**src/rtl/mod_counter_pkg.sv**
```systemverilog
// ---------------------------------------------------------------------------
// mod_counter_pkg
// Shared types and helpers for the modulo-N up/down counter.
//   dir_e     : count direction encoding (matches the up_dn port: 1 = up)
//   term_val  : terminal value of a modulo-N counter for a given direction
// ---------------------------------------------------------------------------
package mod_counter_pkg;

    typedef enum logic {
        DIR_DN = 1'b0,
        DIR_UP = 1'b1
    } dir_e;

    // Up terminal is the top of the range, down terminal is zero.
    function automatic int unsigned term_val(input int unsigned modulus, input dir_e dir);
        return (dir == DIR_UP) ? (modulus - 1) : 0;
    endfunction

endpackage

```
**src/rtl/mod_counter_step.sv**
```systemverilog
// ---------------------------------------------------------------------------
// mod_counter_step
// Combinational single-step of a modulo-N counter with wrap-around.
// Ports:
//   i_cntr     : current count (0..MODULUS-1)
//   i_up_dn    : direction, 1 = up, 0 = down
//   o_nxt      : count after one step, wrapped into 0..MODULUS-1
//   o_term_hit : current count is the terminal value for this direction
// ---------------------------------------------------------------------------
module mod_counter_step
    import mod_counter_pkg::*;
#(
    parameter int MODULUS = 8,
    parameter int WIDTH   = 3
) (
    input  logic [WIDTH-1:0] i_cntr,
    input  logic             i_up_dn,
    output logic [WIDTH-1:0] o_nxt,
    output logic             o_term_hit
);

    localparam logic [WIDTH:0]   MOD_EXT = (WIDTH+1)'(MODULUS);
    localparam logic [WIDTH:0]   ONE_EXT = (WIDTH+1)'(1);
    localparam logic [WIDTH-1:0] WRAP_UP = WIDTH'(term_val(MODULUS, DIR_UP));
    localparam logic [WIDTH-1:0] WRAP_DN = WIDTH'(term_val(MODULUS, DIR_DN));

    dir_e             w_dir;
    logic [WIDTH:0]   w_ext;
    logic [WIDTH:0]   w_inc;
    logic [WIDTH:0]   w_dec;
    logic             w_up_hit;
    logic             w_dn_hit;

    assign w_dir = dir_e'(i_up_dn);

    // One extra bit so the increment from 2**WIDTH-1 cannot overflow and the
    // decrement from 0 shows up as a borrow in the top bit.
    assign w_ext = {1'b0, i_cntr};
    assign w_inc = w_ext + ONE_EXT;
    assign w_dec = w_ext - ONE_EXT;

    // Up terminal: the increment would reach MODULUS. Down terminal: borrow.
    assign w_up_hit = (w_inc == MOD_EXT);
    assign w_dn_hit = w_dec[WIDTH];

    assign o_term_hit = (w_dir == DIR_UP) ? w_up_hit : w_dn_hit;

    always_comb begin
        o_nxt = i_cntr;
        if (w_dir == DIR_UP) begin
            o_nxt = w_up_hit ? WRAP_DN : w_inc[WIDTH-1:0];
        end else begin
            o_nxt = w_dn_hit ? WRAP_UP : w_dec[WIDTH-1:0];
        end
    end

endmodule

```
**src/rtl/mod_counter.sv**
```systemverilog
// ---------------------------------------------------------------------------
// mod_counter
// Parametrised modulo-N up/down counter with wrap or saturate at the limits
// and a combinational carry/borrow for cascading stages.
// Optional feature macro: MOD_COUNTER_LOAD_EN adds a synchronous load port.
// Parameters:
//   MODULUS  : count range 0..MODULUS-1 (2..2**WIDTH)
//   WIDTH    : counter width in bits
//   SATURATE : 0 = wrap at the limits, 1 = hold at the limits
// Ports:
//   clk     : clock, rising edge
//   rst     : synchronous active-high reset
//   en      : count enable, one step per cycle
//   up_dn   : direction, 1 = up, 0 = down
//   ld      : synchronous load (MOD_COUNTER_LOAD_EN only)
//   ld_val  : load value, clamped to MODULUS-1 (MOD_COUNTER_LOAD_EN only)
//   cntr    : registered count
//   cy      : combinational carry/borrow, feeds the next stage's en
//   at_lim  : registered, count sits at the terminal of the last enabled
//             direction
// ---------------------------------------------------------------------------
module mod_counter
    import mod_counter_pkg::*;
#(
    parameter int MODULUS  = 8,
    parameter int WIDTH    = 3,
    parameter int SATURATE = 0
) (
    input  logic             clk,
    input  logic             rst,
    input  logic             en,
    input  logic             up_dn,
`ifdef MOD_COUNTER_LOAD_EN
    input  logic             ld,
    input  logic [WIDTH-1:0] ld_val,
`endif
    output logic [WIDTH-1:0] cntr,
    output logic             cy,
    output logic             at_lim
);

    localparam logic [WIDTH-1:0] TERM_UP = WIDTH'(term_val(MODULUS, DIR_UP));
    localparam logic [WIDTH-1:0] TERM_DN = WIDTH'(term_val(MODULUS, DIR_DN));

    generate
        if (MODULUS < 2 || MODULUS > (2 ** WIDTH)) begin : g_bad_param
            $error("mod_counter: MODULUS %0d outside 2..2**WIDTH (WIDTH=%0d)", MODULUS, WIDTH);
        end
    endgenerate

    logic [WIDTH-1:0] r_cntr;
    logic             r_at_lim;
    logic [WIDTH-1:0] w_step_nxt;
    logic             w_term_hit;
    logic [WIDTH-1:0] w_en_nxt;
    logic             w_en_lim;
    logic             w_ld_blk;

    mod_counter_step #(
        .MODULUS (MODULUS),
        .WIDTH   (WIDTH)
    ) u_step (
        .i_cntr     (r_cntr),
        .i_up_dn    (up_dn),
        .o_nxt      (w_step_nxt),
        .o_term_hit (w_term_hit)
    );

    // Saturating build holds at the terminal instead of taking the wrap.
    assign w_en_nxt = (w_term_hit && (SATURATE != 0)) ? r_cntr : w_step_nxt;
    assign w_en_lim = up_dn ? (w_en_nxt == TERM_UP) : (w_en_nxt == TERM_DN);

`ifdef MOD_COUNTER_LOAD_EN
    // Out-of-range load values land on the top of the range.
    function automatic logic [WIDTH-1:0] clamp_ld(input logic [WIDTH-1:0] v);
        if ({1'b0, v} < (WIDTH+1)'(MODULUS)) begin
            return v;
        end
        return TERM_UP;
    endfunction

    // A load cycle never counts, so it must not ripple into the next stage.
    assign w_ld_blk = ld;
`else
    assign w_ld_blk = 1'b0;
`endif

    always_ff @(posedge clk) begin
        if (rst) begin
            r_cntr   <= '0;
            r_at_lim <= 1'b0;
        end
`ifdef MOD_COUNTER_LOAD_EN
        else if (ld) begin
            r_cntr   <= clamp_ld(ld_val);
            r_at_lim <= 1'b0;
        end
`endif
        else if (en) begin
            r_cntr   <= w_en_nxt;
            r_at_lim <= w_en_lim;
        end
    end

    assign cntr   = r_cntr;
    assign at_lim = r_at_lim;
    assign cy     = en && !rst && !w_ld_blk && w_term_hit;

endmodule

```
**config.mk**
```make
export PLATFORM = sky130hd
export DESIGN_NAME = mod_counter
export DESIGN_NICKNAME = d
export VERILOG_FILES = /design/src/rtl/mod_counter_pkg.sv /design/src/rtl/mod_counter_step.sv /design/src/rtl/mod_counter.sv
export SDC_FILE = /design/constraint.sdc
export NUM_CORES = 1
export LEC_CHECK = 0
export CORE_AREA = 2 2 39 41
export DETAILED_ROUTE_END_ITERATION = 8
export DIE_AREA = 0 0 41 43
export HOLD_SLACK_MARGIN = 0.06
export PLACE_DENSITY = 0.4
export SYNTH_ARGS = -nofsm -noshare
export SYNTH_HDL_FRONTEND = slang
export SYNTH_SLANG_ARGS = --single-unit
```
**constraint.sdc**
```tcl
create_clock -name clk -period 3.6 [get_ports clk]
set_clock_uncertainty 0.2 [all_clocks]
set_input_delay 1.08 -clock clk [delete_from_list [all_inputs] [get_ports clk]]
set_output_delay 1.08 -clock clk [all_outputs]
set_load 0.05 [all_outputs]
```
==> results <==
[worst min path at each step]
stage | start | slack, ps | to
global route | cntr[2]$_SDFFE_PP0P_ | 370 | cntr[2]$_SDFFE_PP0P_
floorplan | cntr[2]$_SDFFE_PP0P_ | 530 | cntr[2]$_SDFFE_PP0P_
finish | cntr[2]$_SDFFE_PP0P_ | 340 | cntr[2]$_SDFFE_PP0P_
global placement | cntr[2]$_SDFFE_PP0P_ | 330 | cntr[2]$_SDFFE_PP0P_
CTS | cntr[2]$_SDFFE_PP0P_ | 350 | cntr[2]$_SDFFE_PP0P_
detailed placement | cntr[2]$_SDFFE_PP0P_ | 340 | cntr[2]$_SDFFE_PP0P_
[state kept, by name, summed over array words and instances (netlist names)]
signal / cells
cntr: 3
at_lim: 1
[power by group through the flow]
stage	clock network [mW]	registers, mW	logic (mW)
after floorplan	0	0.0715	0.0312
after global placement	0	0.0565	0.0666
after detailed placement	0	0.0567	0.0678
after CTS	0.0554	0.0561	0.0681
after global routing	0.0599	0.0567	0.0726
final	0.0525	0.0558	0.0674
[per-stage QoR]
step           setup slack [ps]  power, mW
5_1_grt                     223      0.189
4_1_cts                    73.5      0.180
6_report                    295      0.176
3_3_place_gp                101      0.123
3_5_place_dp               74.1      0.125
2_1_floorplan               270      0.103
[kinds of logic (layout without fill, tap and decap cells)]
family                   after synthesis  after routing  synth area share
multiplexers                           2              2            0.0681
flip-flops                             4              4             0.272
AO/OA/AOI/OAI                          6              6             0.157
buffers and inverters                  6             18             0.128
XOR/XNOR                               2              2            0.0596
AND/OR/NAND/NOR                       13             13             0.230
adder cells (fa/ha/maj)                2              2            0.0851
[routing by layer]
layer | up-vias | wire, um
li1 | 148 | -
met1 | 125 | 277
met2 | 9 | 301
met3 | 0 | 43
met4 | 0 | 0
met5 | - | 0
[cell usage after synthesis, drive strengths merged]
| library cell | count | area share |
|---|---|---|
| a221o | 1 | 0.034 |
| nand4 | 2 | 0.043 |
| o21ba | 1 | 0.034 |
| nand2 | 1 | 0.013 |
| nand2b | 1 | 0.021 |
| a211oi | 1 | 0.026 |
| inv | 4 | 0.051 |
| xnor2 | 2 | 0.060 |
| nor2 | 6 | 0.077 |
| o311ai | 1 | 0.030 |
| buf | 2 | 0.077 |
| mux2i | 2 | 0.068 |
| dfxtp | 4 | 0.27 |
| a21oi | 2 | 0.034 |
| nor3 | 1 | 0.017 |
| ha | 2 | 0.085 |
| and2 | 1 | 0.021 |
| and4b | 1 | 0.038 |
[repair_timing]
item                                   CTS  global route
setup endpoints to repair                0             1
buffers inserted                         0             0
endpoints found under the hold margin    0             0
gates resized for setup                  0             2
[critical path, stage by stage]
cell	delay, ps
clkdlybuf4s50_1	490
nor3_2	250
clkbuf_16	200
[final cells by class]
| cell class | instances | share of cell area |
|---|---|---|
| sequential | 4 | 0.182 |
| inverter | 4 | 0.0342 |
| tap | 16 | 0.0456 |
| timing repair buffer | 11 | 0.274 |
| multi-input combinational | 25 | 0.413 |
| clock buffer | 3 | 0.0513 |
[cell usage in the layout, fill, tap and decap left out]
master           Yosys  layout
ha_1                 2       2
clkbuf_16            0       1
dfxtp_1              4       4
dlymetal6s2s_1       0       1
a21oi_1              2       2
nand2_1              1       1
a211oi_1             1       1
nand2b_1             1       1
a221o_1              1       1
mux2i_1              2       2
and4b_2              1       1
xnor2_1              2       2
and2_1               1       1
nor2_1               6       6
clkbuf_4             0       3
nand4_1              2       2
buf_4                0       3
o311ai_1             1       1
inv_1                4       4
o21ba_2              1       1
nor3_2               0       1
clkdlybuf4s50_1      0       6
==> metrics.md <==
| Metric | Value |
|---|---|
| Worst R2R Setup Slack | approximately 1800 ps |
| Static leakage | ~0.19 nW |
| Syn avg cell area | ~8.4 sq um |
| Reg2Reg Capture Point | at_lim$_SDFFE_PP0P_ |
| Setup tns final | 0 ps |
| Hold path depth | 2 |
| Cell variety after synth | 18 |
| Post-layout min period | around 3300 ps |
| Mapped cell area | roughly 290 sq um |
| Number of antenna violations at the first check in global routing | 0 |
| Via density | between 4 and 5 |
| Area growth, synth to finish | 49.4% |
| Part of the Yosys area used for sequential elements | 0.272 |
| R2R Path Start | cntr[0]$_SDFFE_PP0P_ |
| Final hold vios | 0 |
| Status | finished clean |
| Critical Path RT | about 2300 ps |
| Final Instance Count excl. Fillers | 63 |
| I/O Buffers | 8 |
| CTS tree | yes |
| Min Hold Slack | between 300 and 400 ps |
| Die Ht | between 40 and 50 um |
| Multi-input gate area | between 150 and 200 sq um |
| Clk buf depth | 2 |
| Power per cell area | ~400 mW/mm^2 |
| Busiest layer in global routing | met2 |
| Number of global-route vias before repair | 258 |
| Sink Count | 4 |
| M1 GR Usage | 0.106 |
| RePlAce Congestion | roughly 0.70 |
| Final Util | 0.317 |
| Largest net degree at the start of global routing | 8 |
| Yosys warns | 0 |
| Wire per inst | between 9 and 10 um |
| Startpoint types | input port |
| Placed insts | 60 |
| H-Tree Depth | 1 |
| Final setup viols | 0 |
| RSZ-0062 raised after global routing | false |
| GRT Util Overall | 0.0904 |
| Placed cell areas | ~410 sq um |
| Violation count after the first detailed-route iteration | 5 |
| Fill cells | between 150 and 200 |
| IO Pins | 9 |
| First-pass GRT wire length | 1040 um |
| Max Clk Rate | 303 MHz |
| Worst ir drop on vdd | about 180 uV |
| Total grt overflow | 0 |
| Root Driver | clkbuf_4 |
| Comb power frac | 0.384 |
| FF/Latch Area | 80.1 sq um |
| TritonCTS Buffers | 3 |
| Arr. time, crit path | around 2000 ps |
| Clock network power share | 0.299 |
| Initial Util | 0.212 |
| Mapped Cells | 35 |
| Post-route cell area | between 400 and 500 sq um |
| Ant. Diodes | 0 |
| Die area | between 0.0015 and 0.002 sq mm |
| Nets | 55 |
| Min-Delay Path Class | reg2reg |
| Final Max Slew Viols | 0 |
| CP Capture Type | output pin |
| Grt met2 use | 0.122 |
| DRC errors left | 0 |
| Fin crit share | 0.918 |
| Synth Register Bits | 4 |
| Ratio of cells with drive above 1 in the final layout | 0.213 |
| Crit-path max FO | 5 |
| Net Sw Power | around 0.060 mW |
| Worst-Margin Slew | 490 ps |
| Sequential share of power | 0.318 |
| Max_cap viols | 0 |
| Critical path type | in2out |
| Die X | between 40 and 50 um |
| Power Internal | 0.116 mW |
| CTS Hold Bufs | 0 |
| Worst setup endpoint | cy |
| Vias | about 280 |
| Max transition margin | 0.672 |
| Site Rows | 14 |
| DRT antenna net count | 0 |
| Sw frac | 0.342 |
| Origin of the worst setup path | rst |
| Drt first pass iters | 4 |
| Clk slew on worst S/H paths | approximately 40 ps |
| Skew-Pair Late Insertion Delay | between 200 and 250 ps |
| Met3 GRT Util | 0.0785 |
| Reg2Reg Depth | 5 |
| Syn nets | between 40 and 50 |
| Core ar. | between 0.001 and 0.0015 sq mm |
| Post-Route WL | 622 um |
Power figures use the tool's default switching activity.
